**src/rtl/arbiter_types.sv**
```systemverilog
// rtl/arbiter_types.sv - shared types for the two-client memory port arbiter
package arbiter_types;

  localparam int ARB_ADDR_W = 32;
  localparam int ARB_DATA_W = 32;

  typedef enum logic [1:0] {
    ARB_IDLE = 2'd0,
    ARB_INST = 2'd1,
    ARB_DATA = 2'd2
  } arb_state_t;

  typedef struct packed {
    logic                    is_write;
    logic [ARB_ADDR_W-1:0]   addr;
    logic [ARB_DATA_W-1:0]   wdata;
    logic [ARB_DATA_W/8-1:0] mbe;
  } arb_req_t;

endpackage

```
**src/rtl/mem_port_arbiter.sv**
```systemverilog
// rtl/mem_port_arbiter.sv - round-robin merge of fetch and data ports onto one memory port
module mem_port_arbiter
  import arbiter_types::*;
#(
  parameter int ADDR_W = ARB_ADDR_W,
  parameter int DATA_W = ARB_DATA_W
) (
  input  logic                clk,
  input  logic                rst,
  input  logic                inst_read,
  input  logic [ADDR_W-1:0]   inst_addr,
  output logic                inst_resp,
  output logic [DATA_W-1:0]   inst_rdata,
  input  logic                data_read,
  input  logic                data_write,
  input  logic [DATA_W/8-1:0] data_mbe,
  input  logic [ADDR_W-1:0]   data_addr,
  input  logic [DATA_W-1:0]   data_wdata,
  output logic                data_resp,
  output logic [DATA_W-1:0]   data_rdata,
  output logic                mem_read,
  output logic                mem_write,
  output logic [ADDR_W-1:0]   mem_addr,
  output logic [DATA_W-1:0]   mem_wdata,
  output logic [DATA_W/8-1:0] mem_mbe,
  input  logic                mem_resp,
  input  logic [DATA_W-1:0]   mem_rdata
);

  arb_state_t state;
  logic       last_data;
  arb_req_t   req;

  logic       grant_inst;
  logic       grant_data;
  arb_req_t   inst_req;
  arb_req_t   data_req;

  // Data wins a tie unless it won the previous grant.
  always_comb begin
    grant_inst = 1'b0;
    grant_data = 1'b0;
    if ((data_read | data_write) && !(inst_read && last_data))
      grant_data = 1'b1;
    else if (inst_read)
      grant_inst = 1'b1;

    inst_req          = '0;
    inst_req.is_write = 1'b0;
    inst_req.addr     = inst_addr;
    inst_req.wdata    = '0;
    inst_req.mbe      = '1;

    data_req          = '0;
    data_req.is_write = data_write;
    data_req.addr     = data_addr;
    data_req.wdata    = data_wdata;
    data_req.mbe      = data_mbe;
  end

  always_ff @(posedge clk or negedge rst) begin
    if (!rst) begin
      state     <= ARB_IDLE;
      last_data <= 1'b0;
      req       <= '0;
    end else begin
      case (state)
        ARB_IDLE: begin
          if (grant_data) begin
            state     <= ARB_DATA;
            last_data <= 1'b1;
            req       <= data_req;
          end else if (grant_inst) begin
            state     <= ARB_INST;
            last_data <= 1'b0;
            req       <= inst_req;
          end
        end
        ARB_INST, ARB_DATA: begin
          if (mem_resp)
            state <= ARB_IDLE;
        end
        default: state <= ARB_IDLE;
      endcase
    end
  end

  assign mem_read   = (state != ARB_IDLE) && !req.is_write;
  assign mem_write  = (state != ARB_IDLE) &&  req.is_write;
  assign mem_addr   = req.addr;
  assign mem_wdata  = req.wdata;
  assign mem_mbe    = req.mbe;

  // Responses are steered by the latched owner, not by the live request lines.
  assign inst_resp  = (state == ARB_INST) && mem_resp;
  assign data_resp  = (state == ARB_DATA) && mem_resp;
  assign inst_rdata = inst_resp ? mem_rdata : '0;
  assign data_rdata = data_resp ? mem_rdata : '0;

endmodule
```
**config.mk**
```make
export PLATFORM = sky130hd
export DESIGN_NAME = mem_port_arbiter
export DESIGN_NICKNAME = d
export VERILOG_FILES = /design/src/rtl/arbiter_types.sv /design/src/rtl/mem_port_arbiter.sv
export SDC_FILE = /design/constraint.sdc
export NUM_CORES = 1
export LEC_CHECK = 0
export BUFFER_PORTS_ARGS = -buffer_cell sky130_fd_sc_hd__buf_2
export CORE_ASPECT_RATIO = 2
export CORE_UTILIZATION = 35
export CTS_BUF_LIST = sky130_fd_sc_hd__clkbuf_4 sky130_fd_sc_hd__clkbuf_8 sky130_fd_sc_hd__clkbuf_16
export DETAILED_ROUTE_END_ITERATION = 16
export PLACE_DENSITY = 0.73
export SETUP_SLACK_MARGIN = 0.3
export SLEW_MARGIN = 20
export SYNTH_ARGS = -nofsm -noshare
export SYNTH_HDL_FRONTEND = slang
export SYNTH_SLANG_ARGS = --single-unit
export TNS_END_PERCENT = 10
```
**constraint.sdc**
```tcl
create_clock -name clk -period 1.7 [get_ports clk]
set_input_delay 0.17 -clock clk [delete_from_list [all_inputs] [get_ports clk]]
set_output_delay 0.17 -clock clk [all_outputs]
set_load 0.01 [all_outputs]
```
==> results.md <==
- Critical Path Fanout Max: 17
- Die X: 77.50 microns
- Sw Share: 38.14%
- IO Pins: 274
- Crit-path slowest cell: dfrtp_1
- Max incr delay on CP: 400 ps
- Post-synth top area cell: dfrtp_1
- Via count: 3582
- Async set-reset flop share out of synthesis: 100.0%
- Comb pwr share: 50.0%
- Sequential Area: 1802 sq um
- Wire per inst: 15.70 microns
- Standard-cell row count: 54
- Post-synth top flop: dfrtp_1
- Worst ir drop on vdd: 0.001156 V
- Post-synth top area share: 45.16%
- CP required: 1530 ps
- Final hold violation count: 0
- DIE HEIGHT: 153 microns
- DR pass1 iterations: 4
- Rel. slew slack: 68.61%
- Critical path launch point type: flip-flop
- Clk sink count: 72
- Skew final: 5.914 ps
- #FFs+latches synth: 72
- Critical path, cell by cell: buf_4 > ha_4 > buf_8 > and3_1 > buf_4
- WP data arrival: 1510 ps
- PwrDens: 1723 nW/um^2
- RSZ-0062 raised after global routing: true
- Total CTS buffers: 9
- Delay-heaviest family, CP: buffers and inverters
- EDFF count, synth: 0
- Synth Net Count: 533
- Most used cell, CP: buf_4
- First-pass GRT wire length: 17640 microns
- Power Total: 9.603 mW
- Worst Hold Class: in2reg
- CTS tree: yes
- Mapped Area: 3990 sq um
- CP Class: reg2out
- Layout net count: 735
- Area growth syn-to-layout: 39.70%
- # fillers: 986
- Final HPWL DP: 8828 microns
- DRT Wirelength: 11620 microns
- Peak Freq: 593.7 MHz
- Die area: 11860 sq um
- Most frequent cells in the layout: buf_2, dfrtp_1, and3_1, nand2_1
- Most common cell after layout, fill and taps aside: buf_2
- Buffer depth of the longest clock path: 2
- CP endpoint kind: output pin
- Design Area, Final: 5574 sq um
- Gr ovfl total: 0
- Yosys cell types: 25
- Max Cap Viol: 0
- Status: finished, final reports clean
- Routed Antenna Nets: 0
- Multi-input gate area: 1595 sq um
- Clock latency on the worst-skew pair: 320 ps
- Vias/cell: 4.841
- Sequential area share after synthesis: 45.16%
- Largest net degree at the start of global routing: 63
- Synth Area per Inst: 10.18 sq um
- Gate Count Post-Synth: 392
- Global Route Usage Sum: 19.29%
- DR iter-0 viols: 145
- CTS root buffer: clkbuf_16
- Initial antenna violation count: 2
- H-tree depth: 3
- Final worst-path cycle share: 99.08%
- Yosys warning count: 0
- Sw power: 3.663 mW
- Post-Place Cell Area: 5020 sq um
- Starting Density: 36.23%
- IO Port Bufs: 273
- Clock Power Share: 19.1%
- Clk slew on worst S/H paths: 50 ps
- Leak: 3.244 nW
- Worst hold slack: 57.56 ps
- Top cells by area, synth: dfrtp_1, buf_4, and3_1
- Sequential Power Share: 30.9%
- WP buf/inv: 3
- Final min period: 1684 ps
- Pins Over Slew Limit: 0
- Internal power: 5.941 mW
- Slew @ Worst Pin: 470.9 ps
- # setup viols final: 0
- Setup TNS: 0 ps
- CORE AREA: 11010 sq um
- DRC: 0
- Vias in the first global route: 3733
- Routability cong.: 0.9583
- Fraction of layout cells with a size suffix above 1: 53.51%
==> cells in the mapped netlist (2+ instances only) <==
library cell	count
dfrtp_1	72
mux2i_1	32
o21ai_0	33
o22a_1	3
buf_4	68
a22o_1	33
inv_1	3
buf_8	3
buf_2	10
clkbuf_1	16
nand2_1	36
and2_1	2
a32o_1	2
and3_1	64
ha_1	3
nor2_1	3
==> cells by family (layout without fill, tap and decap cells) <==
| kind of cell | Yosys count | in the layout | share of synthesized area (%) |
|---|---|---|---|
| other | 0 | 2 | 0 |
| flip-flops | 72 | 72 | 45.16 |
| multiplexers | 32 | 32 | 8.028 |
| AO/OA/AOI/OAI | 75 | 75 | 13.89 |
| adder cells (fa/ha/maj) | 3 | 3 | 0.9408 |
| AND/OR/NAND/NOR | 109 | 109 | 14.74 |
| buffers and inverters | 101 | 307 | 17.25 |
==> cell type report <==
cell class                      instances  area share [%]
Tap cell                              140           3.143
Clock inverter                          5           1.033
Clock buffer                           10           4.287
Multi-Input combinational cell        219           28.62
Inverter                                3          0.2020
Timing Repair Buffer                  289           30.30
Sequential cell                        72           32.32
Antenna cell                            2         0.08979
==> flip-flops by register name, summed over array words and instances, names as in the netlist <==
| signal | flops |
|---|---|
| last_data | 1 |
| mem_addr | 32 |
| mem_mbe | 4 |
| mem_wdata | 32 |
| req | 1 |
| state | 2 |
==> through the flow <==
| step | worst slack [ps] | cells | utilization, % |
|---|---|---|---|
| detailed placement | 146.8 | 716 | 45.58 |
| finish | 15.59 | 740 | 50.61 |
| floorplan | 351.7 | 392 | - |
| global placement | 284.4 | 716 | 45.58 |
| CTS | 18.65 | 738 | 49.92 |
| global route | -50.22 | 740 | 50.61 |
==> metal layers <==
metal	share of wire [%]	routed length, microns	GRT usage, %	vias to the layer above
li1	-	-	-	1717
met5	0	0	0	-
met1	32	3739	16.72	1645
met2	56	6528	38.01	188
met3	6.3	732	3.224	32
met4	5.3	616	13.57	0
==> power by group through the flow <==
| stage | Sequential (mW) | Combinational [mW] | Clock [mW] |
|---|---|---|---|
| 6_report | 2.97 | 4.80 | 1.84 |
| 5_1_grt | 3.07 | 5.19 | 1.97 |
| 2_1_floorplan | 2.87 | 3.61 | 0 |
| 3_3_place_gp | 2.96 | 4.16 | 0 |
| 4_1_cts | 2.98 | 4.74 | 1.90 |
| 3_5_place_dp | 2.99 | 4.32 | 0 |
==> worst paths after layout <==
check | from | to | slack, ps | cells past startpoint
worst max-delay path | state[0] | inst_rdata[20] | 20 | 5
worst min-delay path | data_wdata[3] | mem_wdata[3] | 60 | 2
worst max register to register | state[1] | mem_wdata[18] | 180 | 7
worst min register to register | mem_addr[23] | mem_addr[23] | 470 | 2
max in group asynchronous | rst | mem_wdata[20] | 790 | 3
min in group asynchronous | rst | mem_addr[14] | 340 | 2
==> timing repair <==
item,CTS,global route
buffers inserted,3,0
gates resized for setup,19,14
setup endpoints to repair,140,140
hold buffers,1,0
pin swaps,0,3
cloned,3,0
hold endpoints to repair,36,0
==> worst register-to-register path, stage by stage, from the launching register on <==
cell     delay, ps
dfrtp_1        440
inv_2           80
buf_4          150
ha_4           180
inv_2          120
nor2_4          60
buf_12         160
a22o_1         220
No activity file was read; power rests on OpenSTA's default activity.
